--- config.mk ---
export PLATFORM = sky130hd
export DESIGN_NAME = csr_access_unit
export DESIGN_NICKNAME = d
export VERILOG_FILES = /design/src/rtl/csr_access_unit.sv
export SDC_FILE = /design/constraint.sdc
export NUM_CORES = 1
export LEC_CHECK = 0
export CAP_MARGIN = 5
export CORE_ASPECT_RATIO = 0.75
export CORE_MARGIN = 1.5
export CORE_UTILIZATION = 45
export CTS_BUF_LIST = sky130_fd_sc_hd__clkbuf_16
export DETAILED_ROUTE_END_ITERATION = 8
export GPL_TIMING_DRIVEN = 1
export PLACE_DENSITY = 0.76
export SYNTH_ARGS = -nofsm -noshare
export SYNTH_HDL_FRONTEND = slang
export SYNTH_SLANG_ARGS = --single-unit
--- constraint.sdc ---
create_clock -name clk_i -period 5.16 [get_ports clk_i]
set_input_delay 1.032 -clock clk_i [delete_from_list [all_inputs] [get_ports clk_i]]
set_output_delay 1.032 -clock clk_i [all_outputs]
set_load 0.1 [all_outputs]
--- src/rtl/csr_access_unit.sv ---
// CSR access unit: sequences a CSR read-modify-write for Zicsr instructions.
// Decode presents an op; the unit reads the CSR, computes the new value,
// optionally writes it back, and returns the old value for writeback to rd.
module csr_access_unit #(
  parameter int DATA_W = 32,
  parameter int ADDR_W = 12
) (
  input  logic              clk_i,
  input  logic              rst_i,
  // Op request from decode
  input  logic              op_valid_i,
  output logic              op_ready_o,
  input  logic [2:0]        op_funct3_i,
  input  logic [ADDR_W-1:0] op_csr_addr_i,
  input  logic [DATA_W-1:0] op_rs1_data_i,
  input  logic [4:0]        op_rs1_idx_i,
  input  logic [4:0]        op_rd_idx_i,
  // CSR register file port
  output logic              csr_read_enable_o,
  output logic              csr_write_enable_o,
  output logic [ADDR_W-1:0] csr_address_o,
  output logic [DATA_W-1:0] csr_write_data_o,
  input  logic [DATA_W-1:0] csr_read_data_i,
  // Result to writeback
  output logic              res_valid_o,
  input  logic              res_ready_i,
  output logic [4:0]        res_rd_idx_o,
  output logic [DATA_W-1:0] res_data_o,
  output logic              res_illegal_o
);

  typedef enum logic [2:0] {
    IDLE,
    READ,
    MODIFY,
    WRITE,
    RESP
  } state_t;

  state_t state;
  state_t state_next;

  // Op fields captured at accept
  logic [2:0]        funct3_q;
  logic [ADDR_W-1:0] addr_q;
  logic [DATA_W-1:0] rs1_data_q;
  logic [4:0]        rs1_idx_q;
  logic [4:0]        rd_idx_q;
  logic              write_req_q;
  logic              illegal_q;

  // Old and new CSR values
  logic [DATA_W-1:0] old_q;
  logic [DATA_W-1:0] new_q;

  logic              accept;
  logic              in_write_req;
  logic              in_illegal;
  logic [DATA_W-1:0] operand;
  logic [DATA_W-1:0] modify_val;

  assign accept = op_valid_i && (state == IDLE);

  // Decode of the incoming op: register forms write unless they only set/clear
  // with x0, and the top address quadrant (11) is read-only.
  assign in_write_req = (op_funct3_i[1:0] == 2'b01) || (op_rs1_idx_i != 5'd0);
  assign in_illegal   = (op_funct3_i[1:0] == 2'b00) ||
                        ((op_csr_addr_i[ADDR_W-1:ADDR_W-2] == 2'b11) && in_write_req);

  // Immediate forms (funct3[2]=1) use the zero-extended zimm field
  assign operand = funct3_q[2] ? DATA_W'(rs1_idx_q) : rs1_data_q;

  // New CSR value from the old value arriving this cycle and the operand
  always_comb begin
    // NOTE: every combinational output gets a default first so no path leaves it unassigned (no latch).
    modify_val = operand;
    case (funct3_q[1:0])
      2'b10:   modify_val = csr_read_data_i | operand;
      2'b11:   modify_val = csr_read_data_i & ~operand;
      default: modify_val = operand;
    endcase
  end

  // State register; reset aborts any op in flight
  always_ff @(posedge clk_i or posedge rst_i) begin
    if (rst_i) begin
      // NOTE: sequential state uses non-blocking assignments so all flops update from pre-edge values.
      state <= IDLE;
    end else begin
      state <= state_next;
    end
  end

  // Next-state logic
  always_comb begin
    state_next = state;
    case (state)
      IDLE:    if (accept) state_next = in_illegal ? RESP : READ;
      READ:    state_next = MODIFY;
      MODIFY:  state_next = write_req_q ? WRITE : RESP;
      WRITE:   state_next = RESP;
      RESP:    if (res_ready_i) state_next = IDLE;
      default: state_next = IDLE;
    endcase
  end

  // Op capture at accept, old/new value capture in MODIFY
  always_ff @(posedge clk_i or posedge rst_i) begin
    if (rst_i) begin
      funct3_q    <= '0;
      addr_q      <= '0;
      rs1_data_q  <= '0;
      rs1_idx_q   <= '0;
      rd_idx_q    <= '0;
      write_req_q <= 1'b0;
      illegal_q   <= 1'b0;
      old_q       <= '0;
      new_q       <= '0;
    end else begin
      if (accept) begin
        funct3_q    <= op_funct3_i;
        addr_q      <= op_csr_addr_i;
        rs1_data_q  <= op_rs1_data_i;
        rs1_idx_q   <= op_rs1_idx_i;
        rd_idx_q    <= op_rd_idx_i;
        write_req_q <= in_write_req;
        illegal_q   <= in_illegal;
        // Illegal ops report zero as the old value
        old_q       <= '0;
      end
      if (state == MODIFY) begin
        old_q <= csr_read_data_i;
        new_q <= modify_val;
      end
    end
  end

  // Outputs are decoded from state so strobes last exactly one state and
  // everything drops to zero the moment reset forces IDLE.
  always_comb begin
    op_ready_o         = (state == IDLE);
    csr_read_enable_o  = (state == READ);
    csr_write_enable_o = (state == WRITE);
    csr_address_o      = '0;
    csr_write_data_o   = '0;
    res_valid_o        = (state == RESP);
    res_rd_idx_o       = '0;
    res_data_o         = '0;
    res_illegal_o      = 1'b0;
    if ((state == READ) || (state == MODIFY) || (state == WRITE)) begin
      csr_address_o = addr_q;
    end
    if (state == WRITE) begin
      csr_write_data_o = new_q;
    end
    if (state == RESP) begin
      res_rd_idx_o  = rd_idx_q;
      res_data_o    = old_q;
      res_illegal_o = illegal_q;
    end
  end

endmodule

-- Yosys cells after proc, flatten, opt, wreduce, memory -nomap -nowiden
Cells that the tools add are included.
Widths: inputs -> output; s select.
- register bits after elaboration: 126
- bits of input ports: 93
- output and inout port bits: 86
- word-level logic and storage cells: 48
- eq/ne operators: 10
- mux-type cells: 14
- bitwise logic cells: 3
- reduce and logical (&&, ||, !) cells: 11
- operator list (operator ; count):
    $mux 32 ; 5
    $pmux 32 s2 ; 1
    $and 32x32->32 ; 1
    $not 32->32 ; 1
    $or 32x32->32 ; 1
    $pmux 3 s5 ; 1
    $mux 12 ; 1
    $mux 3 ; 4
    $eq 2x2->1 const B ; 3
    $eq 3x2->1 const B ; 2
    $mux 5 ; 1
    $reduce_bool 5->1 ; 1
    $logic_or 1x1->1 ; 4
    $ne 2x1->1 const B ; 2
    $eq 3x1->1 const B ; 1
    $eq 3x3->1 const B ; 1
    $logic_not 3->1 ; 1
    $eq 2x1->1 const B ; 1
    $logic_and 1x1->1 ; 2
    $logic_not 2->1 ; 1
    $reduce_and 2->1 ; 1
    $reduce_bool 2->1 ; 1
    $mux 1 ; 1

-- Longest topological paths before layout
Gate-level depths: netlist of the first run.
- word-level depth: 7
- depth in mapped cells: 6
- depth with buffers taken out: 3

-- Worst setup path after synthesis of the first run
No wires, ideal clock.
- path kind: register -> output
- start: reg state[0]
- end: out csr_read_enable_o
- arrival time: 2.779 ns
- data required time: 4.128 ns
- setup slack: 1.349 ns
- cell stages (with the launch flop): 3
- buffers on the path: 1
- cell sequence: dfrtp_1 > buf_2 > nor3b_1
- word-level cells in the longest chain between the ends: 1
- ends and longest elaborated chain (element ; line ; source):
    start: declaration ; 40 ; state_t state;
    start signal: assignment ; 90 ; state <= state_next;
    $eq 3x1->1 ; 142 ; csr_read_enable_o = (state == READ);
    end: declaration ; 19 ; output logic csr_read_enable_o,
Every way passes these cells.

-- Worst setup path after layout of the first run
- start: reg state[0]
- end: out csr_write_data_o[10]
- word-level cells in the longest chain between the ends: 2
- ends and longest elaborated chain (element ; line ; source):
    $eq 3x2->1 ; 153 ; if (state == WRITE) begin
    $mux 32 ; 153 ;
    end: declaration ; 22 ; output logic [DATA_W-1:0] csr_write_data_o,
Every way passes these cells.

==> impl_results.md, run 1 <==
* Status: completed
* Die H at 104 um
* CTS tree: done
* Max-cap violations at 0
* Tightest Pin Transition at 1.18 ns
* Area Overhead vs Synth at 39.0%
* Power per cell area at 629 nW/um2
* Setup-failing EPs final at 0
* VDD IR-drop max at 0.484 mV
* Cells after DPL at 908
* Residual DRC count at 0
* P_leak at 3.61 nW
* Slew Limit Headroom at 21.4%
* Met2 GRT Util at between 30% and 40%
* Fin crit period at 4.21 ns
* Layout cells sized above 1 at 12.5%
* Reg-to-reg endpoint: new_q[3]$_DFFE_PP0N_
* Routed WL at 16000 um
* Clk_lat worst skew at 0.41 ns
* TritonCTS Buffers at 17
* Vias in the first global route at 5119
* Mapped Area at ~6000 um2
* CP endpoint kind: output pin
* Yosys warns at 0
* H-Tree Depth at 4
* I/O pins at 179
* Initial core utilization at a little under half
* WL per Instance at 17.1 um
* Total GRT Usage at 23.0%
* Hold Buf Count CTS at 0
* Antenna diodes at 0
* Setup Skew at a little under 0.008 ns
* Multi-input gate area at between 2000 and 3000 um2
* Critical path peak fanout at 18
* Placed Instance Area at 7990 um2
* M1 GR Usage at 29.7%
* Filler cell count at 1047
* Worst-path clk slew at 0.06 ns
* Initial antenna violation count at 0
* Post-layout nets at 849
* RePlAce Congestion at 0.783
* Critical Path Source Type: flop
* Worst hold stages at 2
* Seq cells post-synth at 126
* DRT iter0 DRCs at 223
* WP data required at 4.13 ns
* WHS at between 0.4 and 0.5 ns
* Reg-to-reg slack, setup at about 3.0 ns
* Std cell rows at 36
* GR peak layer: met2
* Largest net degree at the start of global routing at approximately 130
* Post-synthesis average cell area at a little over 10 um2
* Hold Path Origin: new_q[31]$_DFFE_PP0N_
* Crit path kind: flop to output pin
* RSZ-0062 raised after global routing: false
* FF/Latch Area at 3150 um2
* Post-CTS Setup Inserts at 0
* Vias per cell at 5.22
* Synth cell types at 34
* Die ar. at 14400 um2
* Sequential-to-total area share from yosys stat at 51.1%
* Port bufs at between 150 and 200
* Initial DRT Pass Iterations at 4
* Via count at approximately 4900
* Clk buf depth at 2
* Post-Layout Inst Area at 8590 um2
* Clock sinks at 126
* Slew Viols, Final at 0
* GR Util met3 at ~7%
* WHS Endpoint: new_q[31]$_DFFE_PP0N_
* Post-Layout Cell Count at between 900 and 1000
* Detail Placement HPWL at 10500 um
* Worst hold-check path type: flop to flop
* Final hold vios at 0
* Max Clk Rate at 237 MHz
* Cells after synthesis at roughly 590
* Die width at 138 um
* Post-cts resize count at 0
* CTS root buf: clkbuf_16
* Overflow after GRT at 0
* Core Area at ~13000 um2
* Fin crit share at 81.6%
* Final ANT Viol Nets at 0
* Final setup TNS at 0 ns
* Worst reg2reg path depth at 3
* First-pass GRT wire length at 26000 um
* Critical register-to-register path startpoint: funct3_q[2]$_DFFE_PP0P_
* Worst Path Arrival at 3.18 ns
* Syn nets at 687
## cell type report
class	instances	area share, %
clock buffers	17	4.95
clock inverters	15	2.03
inverters	3	0.160
multi-input cells	421	32.0
flip-flops and latches	126	36.7
well taps	171	2.49
repair buffers	187	21.6
## report_power, final
part / internal [W] / switching (W) / total, W
Sequential: 0.00143 / 0.000275 / 0.00170
Clock: 0.000756 / 0.000449 / 0.00121
Combinational: 0.000888 / 0.00161 / 0.00250
Total: 0.00307 / 0.00233 / 0.00540
## how the worst max path moves through the flow
stage,from,end,slack (ns),cells past startpoint
5_1_grt,state[0]$_DFFE_PP0P_,csr_write_data_o[5],0.80,4
3_3_place_gp,state[0]$_DFFE_PP0P_,csr_write_data_o[4],1.46,4
4_1_cts,state[0]$_DFFE_PP0P_,csr_write_data_o[10],0.91,4
3_5_place_dp,state[0]$_DFFE_PP0P_,csr_write_data_o[10],1.35,4
6_report,state[0]$_DFFE_PP0P_,csr_write_data_o[10],0.95,4
2_1_floorplan,rst_i,addr_q[0]$_DFFE_PP0P_,0.77,1
## state kept, by name, indices dropped and copies added (netlist names)
| signal | flops |
|---|---|
| rs1_idx_q | 5 |
| old_q | 32 |
| illegal_q | 1 |
| rs1_data_q | 32 |
| rd_idx_q | 5 |
| new_q | 32 |
| addr_q | 12 |
| funct3_q | 3 |
| state | 3 |
| write_req_q | 1 |
## critical path: stages, from the launching register on
cell and delay, ns:
dfrtp_1 0.59, and3_1 0.55, buf_4 0.31, and2_1 0.16, clkdlybuf4s50_1 1.15
## per-stage QoR
stage                     worst slack [ns]  power, W  util (%)
after global routing                 0.802   0.00571      65.1
after detailed placement              1.35   0.00421      60.5
after CTS                            0.913   0.00544      65.1
after global placement                1.46   0.00412      60.5
final                                0.948   0.00540      65.1
after floorplan                      0.772   0.00362         -
## layer usage
| metal | vias to the layer above | part of all wire [%] |
|---|---|---|
| li1 | 2286 | - |
| met5 | - | 0 |
| met3 | 24 | 7.3 |
| met2 | 185 | 46 |
| met1 | 2410 | 45 |
| met4 | 0 | 1.8 |
## cells in the final DEF (no fill, tap or decap), types with 3 or more instances in the layout
master	n
dfrtp_1	126
mux2i_1	5
clkdlybuf4s50_1	176
nor2_1	5
clkinvlp_4	4
and2_1	83
clkinv_4	4
buf_4	10
bufinv_16	3
clkbuf_16	17
mux2_2	45
nand2b_1	27
nand2_1	127
clkinv_2	3
o21ai_0	52
inv_1	3
mux2_1	43
o21ai_1	11
## cells by family after synthesis
kind of cell,after synthesis,share of synthesized area [%]
AOI/OAI and AO/OA,71,6.20
buffers and inverters,47,4.64
DFF,126,51.1
muxes,93,16.9
and+or+nand+nor,257,21.2
## synth_stat cells, drive strengths merged
master	instances	area, um2
o311ai	1	16.3
a32o	1	10.0
inv	3	11.3
a21o	1	7.51
o21ai	63	315
or3b	1	8.76
and3	1	6.26
nand3b	1	7.51
mux2	88	991
dfrtp	126	3150
mux2i	5	50.1
nor3	2	10.0
a31oi	2	12.5
nand2	127	477
and2	83	519
or2	2	12.5
buf	22	193
a21oi	1	5.00
nor4b	2	32.5
nor2	5	18.8
o221ai	1	8.76
nand3	1	5.00
nor2b	1	6.26
clkbuf	22	82.6
nor3b	3	27.5
o211ai	1	7.51
or4	1	11.3
nand2b	27	169
(Power assumes the default switching activity.)
==> run 2, diff against run 1 <==
- CORE_UTILIZATION: 45 -> 43
- clock period: 5.16 -> 3.52 ns (I/O delays scaled with it)
==> run 2 against run 1 <==
  * Die area rose by 4.5%
  * Cell count rose by 0.21%
  * Count of clock-buffer cells in the layout did not move
  * Sequential share of layout area fell by 0.88 points
  * Critical endpoint is now csr_address_o[1]
  * Largest cell class unchanged
  * Power rose by 47%
  * Setup slack got worse by 0.30 ns
  * Highest routed layer unchanged
  * Register-to-register slack got worse by 1.6 ns
  * First-iteration DRC count rose by 0.90%
  * Hold slack barely moved
  * Global-route usage fell by 0.92 points
  * Design area rose by 2.5%
  * Combinational power rose by 46%
==> impl_results.md, run 2 (synthesized netlist as in run 1, its figures left out) <==
* Core Area at 13900 um2
* Vias per cell at 5.24
* Clock sinks at 126
* Reg-to-reg slack, setup at 1.46 ns
* Std cell rows at 37
* Clk_lat worst skew at roughly 0.41 ns
* WL per Instance at 16.9 um
* Largest net degree at the start of global routing at 95
* Slew Limit Headroom at 17.2%
* Die H at approximately 110 um
* Worst-path clk slew at 0.06 ns
* Total GRT Usage at 22.1%
* Clk buf depth at 2
* Residual DRC count at 0
* Post-layout nets at about 850
* RSZ-0062 raised after global routing: false
* H-Tree Depth at 4
* Vias in the first global route at roughly 4900
* VDD IR-drop max at 0.926 mV
* Fin crit period at 2.87 ns
* WHS at 0.471 ns
* Critical Path Source Type: flop
* Final setup TNS at 0 ns
* Most common cell after layout, fill and taps aside: nand2_1
* Crit path kind: flop to output pin
* CTS tree: done
* Initial antenna violation count at 0
* Worst Path Arrival at 2.17 ns
* Hold Buf Count CTS at 0
* Via count at 4937
* Overflow after GRT at 0
* Max Clk Rate at 349 MHz
* CP endpoint kind: output pin
* Routed WL at 15900 um
* Filler cell count at 1118
* Max-cap violations at 0
* Tightest Pin Transition at 1.24 ns
* Area Overhead vs Synth at 42.5%
* P_leak at 3.87 nW
* Worst hold-check path type: flop to flop
* I/O pins at 179
* Port bufs at 178
* RePlAce Congestion at roughly 0.83
* Final hold vios at 0
* Commonest non-fill, non-tap cells in the layout: nand2_1, dfrtp_1, clkdlybuf4s50_1, and2_1, buf_4
* CTS root buf: clkbuf_16
* Power per cell area at 902 nW/um2
* Die width at 141 um
* Setup-failing EPs final at 0
* Layout cells sized above 1 at 22.8%
* Critical path peak fanout at 12
* Slew Viols, Final at 0
* Largest registers: new_q (32), old_q (32), rs1_data_q (32)
* Final ANT Viol Nets at 0
* Initial core utilization at 44.5%
* Detail Placement HPWL at 10300 um
* Fin util at ~63%
* Post-CTS Setup Inserts at 0
* TritonCTS Buffers at 17
* First-pass GRT wire length at ~26000 um
* Die ar. at between 15000 and 20000 um2
* DRT iter0 DRCs at 225
* Setup Skew at 0.0105 ns
* Initial DRT Pass Iterations at 4
* Post-cts resize count at 0
* Status: completed
* Tot Pwr at 0.00793 W
* Fin crit share at 81.5%
* WP data required at 2.82 ns
* Antenna diodes at 0
## run 2: cell count changes in the layout (fill, tap and decap cells not counted)
cell	delta
buf_12	+34
buf_4	+48
inv_4	-1
clkinvlp_4	-1
clkinv_4	-3
clkinv_1	+2
inv_1	+1
bufinv_16	+1
clkinv_2	+1
clkdlybuf4s50_1	-84
## run 2: cell type report
cell class,instances,area (um2),share of cell area [%]
clock buffer,17,425,4.84
clock inverter,15,179,2.03
inverter,3,15.0,0.171
timing repair buffer,185,2060,23.4
tap,175,219,2.49
sequential,126,3150,35.8
multi-input combinational,421,2750,31.2
## run 2: power breakdown
group,internal [W],leakage [nW],switching (W),total (W)
combinational,0.00130,2.02,0.00235,0.00365
sequential,0.00209,1.55,0.000389,0.00248
clock,0.00117,0.300,0.000637,0.00181
total,0.00456,3.87,0.00338,0.00793
## run 2: per-layer routing
metal	part of all wire, %	up-vias	track usage, %
li1	-	2280	-
met1	43	2418	29.3
met2	47	218	34.2
met3	8.9	21	7.55
met4	1.4	0	7.29
met5	0	-	0
## run 2: worst paths after layout
path | from | endpoint | cells past startpoint
min reg2reg | new_q[29]$_DFFE_PP0N_ | new_q[29]$_DFFE_PP0N_ | 2
max | state[0]$_DFFE_PP0P_ | csr_address_o[1] | 4
max reg2reg | state[0]$_DFFE_PP0P_ | old_q[3]$_DFFE_PP0P_ | 3
max in group asynchronous | rst_i | new_q[10]$_DFFE_PP0N_ | 3
min | new_q[29]$_DFFE_PP0N_ | new_q[29]$_DFFE_PP0N_ | 2
min in group asynchronous | rst_i | rs1_data_q[29]$_DFFE_PP0P_ | 3
## run 2: through the flow
stage,setup WS (ns),instances,cell area (um2)
2_1_floorplan,0.0373,594,6180
3_3_place_gp,1.11,910,8190
3_5_place_dp,1.07,910,8190
4_1_cts,0.643,942,8800
5_1_grt,0.542,942,8800
6_report,0.651,942,8800
## run 2: worst max-delay path: stages (launching register included)
cell     delay [ns]
dfrtp_1        0.60
nor2_1         0.08
nor2_1         0.54
and2_1         0.24
buf_4          0.29
==> run 3, diff against run 2 <==
- CORE_UTILIZATION: 43 -> 45
- clock period: 3.52 -> 2.69 ns (I/O delays scaled with it)
==> run 3 against run 2 <==
  * Sequential power grew 30%
  * Sequential share of layout area shrank 2.5 points
  * Clock skew shrank 0.0030 ns
  * Global-route usage grew 0.79 points
  * Power grew 35%
  * Design area grew 7.5%
  * Largest power group unchanged
==> impl_results.md, run 3 (synthesized netlist as in run 1, its figures left out) <==
* Switch Pwr at 0.00447 W
* Final hold vios at 0
* RSZ-0062 raised after global routing: false
* Post-Layout Cell Count at 943
* Sequential share of power at a little under a third
* Largest net degree at the start of global routing at 95
* Critical Path Source Type: flop
* GR peak layer: met2
* Setup-failing EPs final at 0
* Crit path kind: flop to output pin
* First-pass GRT wire length at around 26000 um
* Fin crit share at 94.1%
* Std cell rows at 36
* DRT iter0 DRCs at roughly 200
* Fin util at a little under three quarters
* Post-cts resize count at 0
* Die H at 104 um
* Vias per cell at 5.13
* TritonCTS Buffers at 17
* Status: completed
* Worst-path clk slew at roughly 0.050 ns
* Die ar. at 14400 um2
* WL per Instance at 16.8 um
* CP max-delay cell: dfrtp_1
* Worst hold-check path type: flop to flop
* Slew Limit Headroom at 15.5%
* CP endpoint: res_data_o[10]
* Initial DRT Pass Iterations at 7
* Total GRT Usage at 22.9%
* GR Util met3 at slightly below 9%
* Core Area at 13200 um2
* Post-CTS Setup Inserts at 0
* Antenna diodes at 0
* Critical path peak fanout at 32
* Internal power at 0.00627 W
* WP data required at 2.15 ns
* Port bufs at 178
* Max incr delay on CP at 0.57 ns
* Tightest Pin Transition at ~1.3 ns
* Met2 GRT Util at 36.5%
* CTS root buf: clkbuf_16
* Detail Placement HPWL at 11100 um
* Initial antenna violation count at 0
* Max-cap violations at 0
* Reg-to-reg endpoint: old_q[28]$_DFFE_PP0P_
* CTS tree: done
* Power per cell area at 1140 nW/um2
* Final ANT Viol Nets at 0
* Filler cell count at between 900 and 1000
* Layout cells sized above 1 at 24.2%
* Clk pwr share at 19.4%
* Launch point of the worst path: state[2]$_DFFE_PP0P_
* Setup Skew at 0.00745 ns
* Hold Buf Count CTS at 0
* Slew Viols, Final at 0
* Clk_lat worst skew at 0.41 ns
* Post-layout nets at 853
* Routed WL at 15800 um
* Initial core utilization at a little under half
* Clock sinks at 126
* Multi-input gate area at about 2800 um2
* Most common cell after layout, fill and taps aside: nand2_1
* Clk buf depth at 2
* Reg-to-reg slack, setup at 0.72 ns
* Via count at 4839
* Vias in the first global route at a little over 5000
* Area Overhead vs Synth at 53.2%
* Max Clk Rate at 395 MHz
* Die width at 138 um
* P_leak at 4.04 nW
* I/O pins at 179
* Overflow after GRT at 0
* Fin crit period at around 2.5 ns
* Worst reg2reg path depth at 3
* H-Tree Depth at 4
* Critical register-to-register path startpoint: state[1]$_DFFE_PP0P_
* Worst Path Arrival at ~2.0 ns
* M1 GR Usage at between 20 and 30%
* VDD IR-drop max at 0.898 mV
* Comb pwr share at between 50 and 60%
* RePlAce Congestion at ~0.84
* Switching Share at 41.6%
* Cells after DPL at roughly 900
* Largest registers: new_q (32), old_q (32), rs1_data_q (32)
* Critical-path cell list: nor3b_2 -> buf_6 -> and2_1 -> buf_12
* CP endpoint kind: output pin
* Commonest non-fill, non-tap cells in the layout: nand2_1, dfrtp_1, clkdlybuf4s50_1, buf_12, and2_1
* FF/Latch Area at 3150 um2
* Final setup TNS at 0 ns
* Residual DRC count at 0
## run 3: per-layer routing
| layer | routed length, um | up-vias |
|---|---|---|
| met5 | 0 | - |
| met1 | 6870 | 2375 |
| li1 | - | 2281 |
| met2 | 7440 | 164 |
| met3 | 1300 | 19 |
| met4 | 213 | 0 |
## run 3: how the worst min path moves through the flow
stage	start	endpoint	slack (ns)	cells past startpoint
floorplan	new_q[0]$_DFFE_PP0N_	new_q[0]$_DFFE_PP0N_	0.44	2
global placement	new_q[0]$_DFFE_PP0N_	new_q[0]$_DFFE_PP0N_	0.45	2
detailed placement	new_q[9]$_DFFE_PP0N_	new_q[9]$_DFFE_PP0N_	0.46	2
CTS	rst_i	rs1_data_q[21]$_DFFE_PP0P_	0.47	2
global route	rst_i	old_q[19]$_DFFE_PP0P_	0.49	2
finish	new_q[9]$_DFFE_PP0N_	new_q[9]$_DFFE_PP0N_	0.47	2
## run 3: worst max-delay path: cells and delay by family (launching register included)
| family | cells | cell delay, ns |
|---|---|---|
| buffers and inverters | 2 | 0.48 |
| DFF | 1 | 0.57 |
| and+or+nand+nor | 2 | 0.53 |
## run 3: power by group through the flow
stage	logic, W	registers (W)	clock network (W)
global placement	0.00530	0.00320	0
finish	0.00542	0.00323	0.00208
global route	0.00577	0.00335	0.00221
floorplan	0.00396	0.00301	0
CTS	0.00547	0.00323	0.00212
detailed placement	0.00545	0.00326	0
## run 3: metrics by stage
stage / total power [W] / cell area, um2 / worst slack (ns) / hold slack, ns
after floorplan: 0.00697 / 6200 / 0.0168 / 0.441
after global placement: 0.00850 / 8920 / 0.486 / 0.454
after detailed placement: 0.00870 / 8920 / 0.423 / 0.463
after CTS: 0.0108 / 9450 / 0.0604 / 0.474
after global routing: 0.0113 / 9460 / 0.0481 / 0.494
final: 0.0107 / 9460 / 0.158 / 0.474
## run 3: layout make-up
type | instances | area share [%]
tap | 171 | 2.26
clock buffer | 17 | 4.50
multi-input combinational | 421 | 29.3
inverter | 3 | 0.159
clock inverter | 14 | 1.16
timing repair buffer | 191 | 29.3
sequential | 126 | 33.3
